[config.mk]
export PLATFORM = sky130hd
export DESIGN_NAME = info_marker_encoder_flat
export DESIGN_NICKNAME = d
export VERILOG_FILES = /design/src/rtl/info_marker_encoder_if.sv /design/src/rtl/info_marker_encoder.sv /design/src/flat_wrapper.sv
export SDC_FILE = /design/constraint.sdc
export NUM_CORES = 1
export LEC_CHECK = 0
export CORE_MARGIN = 2
export CORE_UTILIZATION = 48
export DETAILED_ROUTE_END_ITERATION = 8
export GPL_ROUTABILITY_DRIVEN = 1
export PLACE_DENSITY = 0.85
export SKIP_LAST_GASP = 1
export SLEW_MARGIN = 20
export SYNTH_ARGS = -nofsm -noshare
export SYNTH_HDL_FRONTEND = slang
export SYNTH_SLANG_ARGS = --single-unit
export TNS_END_PERCENT = 30
[constraint.sdc]
create_clock -name clock -period 6.35 [get_ports clock]
set_input_delay 0.9525 -clock clock [delete_from_list [all_inputs] [get_ports clock]]
set_output_delay 0.9525 -clock clock [all_outputs]
set_load 0.005 [all_outputs]
[src/rtl/info_marker_encoder_if.sv]
// rtl/info_marker_encoder_if.sv - request and commit-slot handshake bundle for the marker encoder
interface info_marker_encoder_if #(
    parameter int ID_W = 8
);
    logic            req_valid;
    logic            req_ready;
    logic [2:0]      req_phase;
    logic            req_end;
    logic            out_valid;
    logic            out_ready;
    logic [31:0]     out_inst;
    logic [ID_W-1:0] out_id;

    modport master (
        output req_valid, req_phase, req_end, out_ready,
        input  req_ready, out_valid, out_inst, out_id
    );

    modport slave (
        input  req_valid, req_phase, req_end, out_ready,
        output req_ready, out_valid, out_inst, out_id
    );
endinterface

[src/rtl/info_marker_encoder.sv]
// rtl/info_marker_encoder.sv - phase-event marker encoder with legality tracking and output FIFO
module info_marker_encoder #(
    parameter int DEPTH = 4,
    parameter int ID_W  = 8
) (
    input  logic                  clock,
    input  logic                  reset,
    info_marker_encoder_if.slave  bus,
    output logic [6:0]            open_mask,
    output logic                  err,
    output logic [1:0]            err_code,
    output logic [15:0]           emit_count
);
    localparam int ADDR_W = $clog2(DEPTH);

    localparam logic [1:0] VIOL_NONE  = 2'd0;
    localparam logic [1:0] VIOL_PHASE = 2'd1;
    localparam logic [1:0] VIOL_START = 2'd2;
    localparam logic [1:0] VIOL_END   = 2'd3;

    // Each entry stores only the 4-bit {phase, end} code; the fixed opcode bits are added on output.
    logic [3:0]      mem [DEPTH];
    logic [ADDR_W:0] wr_ptr;
    logic [ADDR_W:0] rd_ptr;
    logic [ID_W-1:0] id_q;

    logic            full;
    logic            empty;
    logic            accept;
    logic            push;
    logic            pop;
    logic            phase_open;
    logic [1:0]      viol;
    logic [7:0]      mask_ext;
    logic [7:0]      mask_upd;

    assign empty  = (wr_ptr == rd_ptr);
    assign full   = (wr_ptr[ADDR_W] != rd_ptr[ADDR_W]) &&
                    (wr_ptr[ADDR_W-1:0] == rd_ptr[ADDR_W-1:0]);
    assign accept = bus.req_valid && !full;
    assign push   = accept && (viol == VIOL_NONE);
    assign pop    = !empty && bus.out_ready;

    // Phase 7 indexes the padding bit, which is always zero and never written back.
    assign mask_ext   = {1'b0, open_mask};
    assign phase_open = mask_ext[bus.req_phase];

    always_comb begin
        viol = VIOL_NONE;
        if (bus.req_phase == 3'd7) begin
            viol = VIOL_PHASE;
        end else if (!bus.req_end && phase_open) begin
            viol = VIOL_START;
        end else if (bus.req_end && !phase_open) begin
            viol = VIOL_END;
        end
    end

    always_comb begin
        mask_upd                = mask_ext;
        mask_upd[bus.req_phase] = !bus.req_end;
    end

    always_ff @(posedge clock) begin
        if (push) begin
            mem[wr_ptr[ADDR_W-1:0]] <= {bus.req_phase, bus.req_end};
        end
    end

    always_ff @(posedge clock) begin
        if (!reset) begin
            wr_ptr     <= '0;
            rd_ptr     <= '0;
            id_q       <= '0;
            open_mask  <= '0;
            err        <= 1'b0;
            err_code   <= VIOL_NONE;
            emit_count <= '0;
        end else begin
            if (push) begin
                wr_ptr    <= wr_ptr + (ADDR_W+1)'(1);
                open_mask <= mask_upd[6:0];
            end
            if (pop) begin
                rd_ptr <= rd_ptr + (ADDR_W+1)'(1);
                id_q   <= id_q + ID_W'(1);
                if (emit_count != 16'hFFFF) begin
                    emit_count <= emit_count + 16'd1;
                end
            end
            if (accept && (viol != VIOL_NONE)) begin
                err <= 1'b1;
                if (!err) begin
                    err_code <= viol;
                end
            end
        end
    end

    assign bus.req_ready = !full;
    assign bus.out_valid = !empty;
    assign bus.out_id    = id_q;
    assign bus.out_inst  = empty ? 32'h0
                                 : {8'h00, mem[rd_ptr[ADDR_W-1:0]], 5'b0, 3'b010, 5'b0, 7'h13};
endmodule

[src/flat_wrapper.sv]
// flat-port wrapper written by rule: the top's interface ports become plain ports
module info_marker_encoder_flat 
#(
    parameter int DEPTH = 4,
    parameter int ID_W  = 8
)
  (clock, reset, open_mask, err, err_code, emit_count, bus_req_valid, bus_req_phase, bus_req_end, bus_out_ready, bus_req_ready, bus_out_valid, bus_out_inst, bus_out_id);
  info_marker_encoder_if #(.ID_W(ID_W)) bus_i ();
  input  logic clock;
  input  logic reset;
  output logic [6:0] open_mask;
  output logic err;
  output logic [1:0] err_code;
  output logic [15:0] emit_count;
  input wire logic [$bits(bus_i.req_valid)-1:0] bus_req_valid;
  input wire logic [$bits(bus_i.req_phase)-1:0] bus_req_phase;
  input wire logic [$bits(bus_i.req_end)-1:0] bus_req_end;
  input wire logic [$bits(bus_i.out_ready)-1:0] bus_out_ready;
  output wire logic [$bits(bus_i.req_ready)-1:0] bus_req_ready;
  output wire logic [$bits(bus_i.out_valid)-1:0] bus_out_valid;
  output wire logic [$bits(bus_i.out_inst)-1:0] bus_out_inst;
  output wire logic [$bits(bus_i.out_id)-1:0] bus_out_id;
  assign bus_i.req_valid = bus_req_valid;
  assign bus_i.req_phase = bus_req_phase;
  assign bus_i.req_end = bus_req_end;
  assign bus_i.out_ready = bus_out_ready;
  assign bus_req_ready = bus_i.req_ready;
  assign bus_out_valid = bus_i.out_valid;
  assign bus_out_inst = bus_i.out_inst;
  assign bus_out_id = bus_i.out_id;
  info_marker_encoder #(.DEPTH(DEPTH), .ID_W(ID_W)) u_core (.clock(clock), .reset(reset), .bus(bus_i), .open_mask(open_mask), .err(err), .err_code(err_code), .emit_count(emit_count));
endmodule
==> flow_summary.ini, run 1 <==
[clocking]
post_cts_buffers = 0
htreeDepth = 3
post_cts_resized = 0
clkLatencyLatePin_ns = 0.34
cts.sink_count = 58
hold_buffers = 0
clk_pin_slew_ns = 0.06
root_buffer = clkbuf_8
cts_buffers = 9
clock_path_buffers = 2
cts_tree = yes

[setup_path]
arrival_ns = 3.76
crit_family = simple AND/OR/NAND/NOR gates
crit_type = input port to register
startpoint_type = input port
cpMaxStageDelayCell = clkdlybuf4s50_1
critPathRequiredTime_ns = 6.37
cp-end-kind = register
critPathMostFrequentCell = nor2b_1
path_buf_inv = 1
cp_cell_sequence = clkdlybuf4s50_1, nor2b_1, nand2_1, o21ai_0, mux2i_1, ha_1, nor2b_1, o311a_1, and3_1
slowest_delay_ns = 0.76
critPathMaxFanout = 12

[route]
ant_nets = 0
detail_route.first_pass.iterations = 5
vias = 2477
drt_iter0_drc = 201
wl_mm = 6.724
drcViolationCount = 0
vias_per_cell = 5.707
wl_per_cell_um = 15.49

[synth]
synth_edf_count = 16
yosysTopAreaCellShare_pct = 27.64
synth_cells = 307
synthAdderAreaFrac_pct = 3.291
synth-seq-cells = 58
synth_xor_area_share_pct = 2.221
yosys.cell_types.count = 44
syn-cell-area_mm2 = 0.003042
seq_area_frac_synth_pct = 43.44
synth.area.top_cells = dfxtp_1, edfxtp_1, buf_4, a21oi_1, mux4_2
synth.area.mux_share_pct = 7.322
synthFlopType = dfxtp_1
synthArstFlopShare_pct = 0
yosys.area.top_type = dfxtp_1
syn_area_per_cell_um2 = 9.908
synth-simple-area-share_pct = 20.49
synth_top_family_by_area = simple AND/OR/NAND/NOR gates
synth-compound-area-share_pct = 13.20
yosys_warnings = 0

[finish]
syn_to_final_growth_pct = 21.39
n_antenna_cell = 0
fillers = 514
layout-drive-gt1-share_pct = 7.843
fin_nets = 368
fin_area_mm2 = 0.003692

[power_and_ir_drop]
p_leak_uw = 0.001273
seqPwrFrac_pct = 46.6
pwr_density_cell_mw_per_mm2 = 229.2
p_int_uw = 645.4
switching_share_pct = 23.73
comb_power_share_pct = 10.2
vdd_ir_drop_max_v = 0.0001254
power.switching_uw = 200.8
p_clk_share_pct = 43.2

[floorplanning]
fp.coreArea_mm2 = 0.006241
ioPinCount = 76
die_h_um = 83.61
initial_utilization_pct = 48.74
placementRows = 29
die_area_mm2 = 0.006990
die_w_um = 83.61

[global_route]
grt_overflow = 0
grt_pass1_wl_mm = 11.10
grt_max_degree = 45
grtUsageTotal_pct = 19.69
first_global_vias = 2337
antenna_found_initial = 0

[timing]
finalHoldWorstSlack_ns = 0.4850
rsz0062_at_grt = no
maxSlewHeadroom_pct = 34.17
finalClockSkew_ns = 0.007656
min_period_ns = 3.738
fmax_mhz = 267.5
hold_viol_final = 0
fin_setup_tns_ns = 0
setup_viol = 0
maxSlewViolCount = 0
tightest_slew_ns = 0.9863
fin_crit_sh_pct = 58.86
final.setup.worst_slack_ns = 2.612

[place]
place_ws_ns = 2.349
place.port_buffers = 51
placed_area_mm2 = 0.003483
hpwl_mm = 4.467
place.gp.congestion = 0.9215

[flow_run]
cap_violations = 0

[hold_path]
hold_class = register to register

[status]
run_status = finished clean
sequential cells by signal, summed over array words and instances (netlist names), named ones only:
register           cells
u_core.bus.out_id      8
u_core.emit_count     16
u_core.err             1
u_core.err_code        2
u_core.mem            16
u_core.open_mask       7
u_core.rd_ptr          3
u_core.wr_ptr          3
layout by cell type, fill, tap and decap left out, types with 3 or more instances in the layout:
master           synthesis  layout
conb_1                   1      24
mux4_2                   5       5
clkbuf_8                 0       9
mux2i_1                 11      11
and3_1                   6       6
nand2b_1                 9       9
o31ai_1                 12      12
nor2b_1                  8       8
or3_1                    9       9
dfxtp_1                 42      42
nor2_1                   8       8
nand2_1                 19      19
inv_1                    7       7
o21ai_0                 11      11
nor4_1                   5       5
o311ai_0                 3       3
clkdlybuf4s50_1          0      51
edfxtp_1                16      16
nand3_1                 13      13
a21oi_1                 23      23
nor3_1                   4       4
xor2_1                   3       3
nand4_1                  6       6
o41ai_1                  4       4
or4_1                   11      11
ha_1                     8       8
final timing paths:
path | end | slack (ns) | from | cells past startpoint
worst max-delay path | u_core.mem[3][0] | 2.61 | bus_req_phase[2] | 9
worst min-delay path | u_core.bus.out_id[7] | 0.49 | u_core.bus.out_id[7] | 2
worst max register to register | u_core.mem[3][0] | 3.77 | u_core.open_mask[6] | 6
worst min register to register | u_core.bus.out_id[7] | 0.49 | u_core.bus.out_id[7] | 2
cells in the mapped netlist (all sizes together) (2+ instances only):
| cell | n |
|---|---|
| a21oi | 23 |
| a31oi | 2 |
| and3 | 6 |
| and4 | 2 |
| buf | 33 |
| clkbuf | 9 |
| dfxtp | 42 |
| edfxtp | 16 |
| ha | 8 |
| inv | 7 |
| mux2i | 11 |
| mux4 | 5 |
| nand2 | 19 |
| nand2b | 9 |
| nand3 | 13 |
| nand4 | 6 |
| nor2 | 8 |
| nor2b | 8 |
| nor3 | 4 |
| nor3b | 2 |
| nor4 | 6 |
| o21ai | 11 |
| o311a | 2 |
| o311ai | 4 |
| o31ai | 13 |
| o41ai | 4 |
| or3 | 9 |
| or4 | 11 |
| xor2 | 5 |
area by class of cell:
class                           count  area [um2]  share of cell area (%)
Clock inverter                      6       81.33                   2.203
Tap cell                           77       96.34                   2.609
Inverter                            7       26.28                  0.7116
Clock buffer                       10       127.6                   3.456
Sequential cell                    58        1321                   35.78
Timing Repair Buffer               53       525.5                   14.23
Multi-Input combinational cell    223        1514                   41.00
power by group through the flow:
stage          Clock, uW  Sequential (uW)  Combinational, uW
2_1_floorplan          0              401               64.0
3_3_place_gp           0              402               83.1
3_5_place_dp           0              403               85.4
4_1_cts              371              394               85.8
5_1_grt              388              395               94.9
6_report             365              394               86.7
cell families after synthesis:
logic type	Yosys count
flip-flops	58
adder cells (fa/ha/maj)	8
XOR/XNOR	6
multiplexers	16
buffers and inverters	49
AND/OR/NAND/NOR	107
other	1
AO/OA/AOI/OAI	62
layer usage:
metal,GRT usage (%),share of wire [%],vias to the layer above
met2,31.71,48,103
met1,24.03,43,1170
met4,10.85,2.6,0
met3,5.143,6.0,16
met5,0,0,-
li1,-,-,1188
worst min-delay path: stages (launching register included):
cell and delay, ns:
dfxtp_1 0.32, o41ai_1 0.06, a21oi_1 0.05
through the flow:
stage / power, uW / cells / util, %
after global routing: 877.9 / 434 / 59.16
final: 846.2 / 434 / 59.16
after global placement: 485.3 / 418 / 55.81
after floorplan: 464.7 / 330 / -
after CTS: 851.1 / 434 / 59.16
after detailed placement: 488.0 / 418 / 55.81
(Power assumes the default switching activity.)
==> run 2, diff against run 1 <==
Settings changed: CORE_UTILIZATION 48 to 45, PLACE_DENSITY 0.85 to 0.84.
Clock period 6.35 ns to 3.3 ns, I/O delays scaled along.
==> flow_summary.ini, run 2 (synthesized netlist as in run 1, its figures left out) <==
[clocking]
clock_path_buffers = 2
clkLatencyLatePin_ns = 0.34
post_cts_resized = 0
root_buffer = clkbuf_8
htreeDepth = 3
cts_tree = yes
cts.sink_count = 58
post_cts_buffers = 0
cts_buffers = 9
clk_pin_slew_ns = 0.06
hold_buffers = 0

[timing]
maxSlewHeadroom_pct = 43.88
finalClockSkew_ns = 0.01019
setup_viol = 0
min_period_ns = 2.837
finalHoldWorstSlack_ns = 0.4748
tightest_slew_ns = 0.8287
fin_crit_sh_pct = 85.97
fmax_mhz = 352.5
rsz0062_at_grt = no
hold_viol_final = 0
fin_setup_tns_ns = 0
maxSlewViolCount = 0

[power_and_ir_drop]
p_leak_uw = 0.001295
pwr_density_cell_mw_per_mm2 = 435.0
vdd_ir_drop_max_v = 0.0002531

[setup_path]
r2r-end = u_core.mem[3][3]
cpMaxStageDelayCell = clkdlybuf4s50_1
startpoint_type = input port
crit_type = input port to register
cp_cell_sequence = clkdlybuf4s50_1, mux4_2, mux2i_1, ha_1, nor2b_1, o311a_1, and3_1
r2r_setup_slack_ns = 0.97
slowest_delay_ns = 0.62
arrival_ns = 2.86
r2r_cells = 6
critPathMaxFanout = 9
cp-end-kind = register
critPathRequiredTime_ns = 3.33
r2r-start = u_core.open_mask[6]

[floorplanning]
die_h_um = 86.22
die_area_mm2 = 0.007433
initial_utilization_pct = 47.09
ioPinCount = 76
fp.coreArea_mm2 = 0.006459
placementRows = 29
die_w_um = 86.22

[route]
wl_mm = 6.510
vias_per_cell = 5.604
drt_iter0_drc = 120
detail_route.first_pass.iterations = 4
vias = 2460
wl_per_cell_um = 14.83
ant_nets = 0
drcViolationCount = 0

[global_route]
antenna_found_initial = 0
grt_pass1_wl_mm = 10.47
grt_max_degree = 29
first_global_vias = 2224
grtUsageTotal_pct = 17.76
grt_overflow = 0

[place]
place.port_buffers = 51
hpwl_mm = 4.537
place.gp.congestion = 0.8399

[hold_path]
hold_class = register to register
hp-start = u_core.err_code[1]
whs_endpoint = u_core.err_code[1]
min_path_cells = 2

[finish]
final_common_cell = clkdlybuf4s50_1
fin_nets = 373
syn_to_final_growth_pct = 22.58
mostFrequentLayoutCells = clkdlybuf4s50_1, dfxtp_1, conb_1
layout-drive-gt1-share_pct = 8.840
n_antenna_cell = 0

[status]
run_status = finished clean

[flow_run]
cap_violations = 0
run 2: per-stage QoR:
step / instance area (um2) / total power [uW] / instances / utilization (%) / setup slack [ns]
floorplan: 3128 / 894.3 / 330 / - / 0.6759
global placement: 3521 / 938.2 / 423 / 54.51 / 0.1968
detailed placement: 3521 / 942.7 / 423 / 54.51 / 0.1366
CTS: 3729 / 1628 / 439 / 57.73 / 0.4834
global route: 3729 / 1673 / 439 / 57.73 / 0.2327
finish: 3729 / 1622 / 439 / 57.73 / 0.4630
run 2: where the power goes:
part / internal, uW / switching (uW)
Sequential: 744 / 14.8
Clock: 415 / 279
Combinational: 82.5 / 86.7
run 2: metal layers:
layer / global-route usage [%] / part of all wire, %
met5: 0 / 0
met2: 28.75 / 47
met4: 7.528 / 1.5
met3: 3.905 / 5.1
met1: 23.05 / 46
run 2: worst max path at each step:
stage / cells past startpoint / startpoint / slack [ns] / end
final: 7 / bus_req_phase[2] / 0.46 / u_core.mem[3][3]
after CTS: 4 / u_core.wr_ptr[1] / 0.48 / bus_out_inst[13]
after floorplan: 7 / bus_req_phase[2] / 0.68 / u_core.mem[3][0]
after global placement: 7 / bus_req_phase[2] / 0.20 / u_core.mem[3][3]
after global routing: 10 / bus_req_phase[2] / 0.23 / u_core.open_mask[0]
after detailed placement: 7 / bus_req_phase[2] / 0.14 / u_core.mem[3][3]
run 2: area by class of cell:
cell class / count / area [um2]
clock buffer: 9 / 123.9
clock inverter: 7 / 83.83
fill: 557 / 2730
inverter: 7 / 26.28
multi-input combinational: 223 / 1514
sequential: 58 / 1321
tap: 77 / 96.34
timing repair buffer: 58 / 563.0
run 2: critical path, delay by kind of cell:
kind,cells,cell delay (ns)
AOI/OAI and AO/OA,1,0.37
muxes,2,0.68
and+or+nand+nor,2,0.52
adders and majority gates,1,0.19
buffers and inverters,1,0.62
==> run 3, diff against run 2 <==
Settings changed: PLACE_DENSITY 0.84 to 0.77.
==> flow_summary.ini, run 3 (synthesized netlist as in run 1, its figures left out) <==
[status]
run_status = finished clean

[finish]
syn_to_final_growth_pct = 23.08
layout-drive-gt1-share_pct = 9.890
fin_nets = 375
final_common_cell = clkdlybuf4s50_1
fillers = 546
mostFrequentLayoutCells = clkdlybuf4s50_1, dfxtp_1, conb_1
fin_util_pct = 57.96
n_antenna_cell = 0
fin_cells = 441

[global_route]
grtUsageTotal_pct = 18.38
grt_max_degree = 45
grt_pass1_wl_mm = 10.78
antenna_found_initial = 0
met1_usage_pct = 24.17
grt-busiest-layer = met2
grt_overflow = 0
met3_usage_pct = 3.810
first_global_vias = 2254
grt_util_met2_pct = 28.75

[setup_path]
startpoint_type = input port
cp-end-kind = register
cp_cell_sequence = clkdlybuf4s50_1, nor2b_1, nand2_1, o21ai_0, mux2i_1, ha_1, nor2b_1, o311a_1, and3_1
cpMaxStageDelayCell = clkdlybuf4s50_1
r2r_cells = 6
r2r-end = u_core.mem[3][1]
r2r_setup_slack_ns = 0.97
r2r-start = u_core.open_mask[6]
critPathMaxFanout = 9
critPathMostFrequentCell = nor2b_1
critPathRequiredTime_ns = 3.31
arrival_ns = 2.88
slowest_delay_ns = 0.59
crit_type = input port to register

[floorplanning]
fp.coreArea_mm2 = 0.006459
die_h_um = 86.22
initial_utilization_pct = 47.09
die_w_um = 86.22
placementRows = 29
die_area_mm2 = 0.007433
ioPinCount = 76

[timing]
rsz0062_at_grt = no
finalClockSkew_ns = 0.008991
hold_viol_final = 0
final.setup.worst_slack_ns = 0.4351
fin_crit_sh_pct = 86.81
maxSlewViolCount = 0
min_period_ns = 2.865
setup_viol = 0
fin_setup_tns_ns = 0
fmax_mhz = 349.1
tightest_slew_ns = 0.8611
maxSlewHeadroom_pct = 41.69

[route]
detail_route.first_pass.iterations = 4
wl_mm = 6.603
vias = 2454
wl_per_cell_um = 14.97
vias_per_cell = 5.565
drcViolationCount = 0
ant_nets = 0
drt_iter0_drc = 127

[power_and_ir_drop]
vdd_ir_drop_max_v = 0.0002844
pwr_density_cell_mw_per_mm2 = 432.4
p_leak_uw = 0.001313
p_total_uw = 1619

[clocking]
cts_tree = yes
htreeDepth = 3
hold_buffers = 0
clock_path_buffers = 2
root_buffer = clkbuf_8
cts_buffers = 9
post_cts_resized = 0
clk_pin_slew_ns = 0.06
clkLatencyLatePin_ns = 0.33
cts.sink_count = 58
post_cts_buffers = 0

[place]
hpwl_mm = 4.793
place_ws_ns = 0.1325
placed_cells = 425
place.gp.congestion = 0.8565
place.port_buffers = 51

[hold_path]
whs_endpoint = u_core.bus.out_id[7]
min_path_cells = 2
hp-start = u_core.bus.out_id[7]
hold_class = register to register

[flow_run]
cap_violations = 0
-- run 3: cell type report --
class / count / area [um2] / share of cell area (%)
Timing Repair Buffer: 60 / 578.1 / 15.44
Sequential cell: 58 / 1321 / 35.29
Clock buffer: 9 / 123.9 / 3.309
Clock inverter: 7 / 83.83 / 2.239
Multi-Input combinational cell: 223 / 1514 / 40.44
Inverter: 7 / 26.28 / 0.7019
Tap cell: 77 / 96.34 / 2.574
-- run 3: worst max-delay path, delay by kind of cell --
family | cells | cell delay [ns]
AND/OR/NAND/NOR | 4 | 0.90
buffers and inverters | 1 | 0.59
AO/OA/AOI/OAI | 2 | 0.45
adder cells (fa/ha/maj) | 1 | 0.34
multiplexers | 1 | 0.10
-- run 3: worst max-delay path by stage --
stage,startpoint,slack (ns),endpoint
final,bus_req_phase[1],0.44,u_core.mem[3][1]
after global routing,bus_req_phase[1],0.16,u_core.mem[3][1]
after detailed placement,bus_req_phase[1],0.13,u_core.mem[3][2]
after floorplan,bus_req_phase[2],0.68,u_core.mem[3][0]
after CTS,u_core.wr_ptr[1],0.45,bus_out_inst[4]
after global placement,bus_req_phase[2],0.22,u_core.mem[3][3]
-- run 3: where the power goes --
group          switching (uW)  internal [uW]  leakage (uW)
registers                14.5            744      0.000484
logic                    89.2           84.1      0.000719
clock network             271            417      0.000110
total                     374           1240       0.00131
-- run 3: through the flow --
step / hold WS, ns / cell area [um2]
floorplan: 0.4603 / 3128
global placement: 0.4594 / 3536
detailed placement: 0.4745 / 3536
CTS: 0.4864 / 3744
global route: 0.5073 / 3744
finish: 0.4817 / 3744
-- run 3: routing by layer --
metal  up-vias  routed length, um
met5         -                  0
met3         8                356
met1      1159               2968
met2        85               3199
met4         0                 78
li1       1202                  -
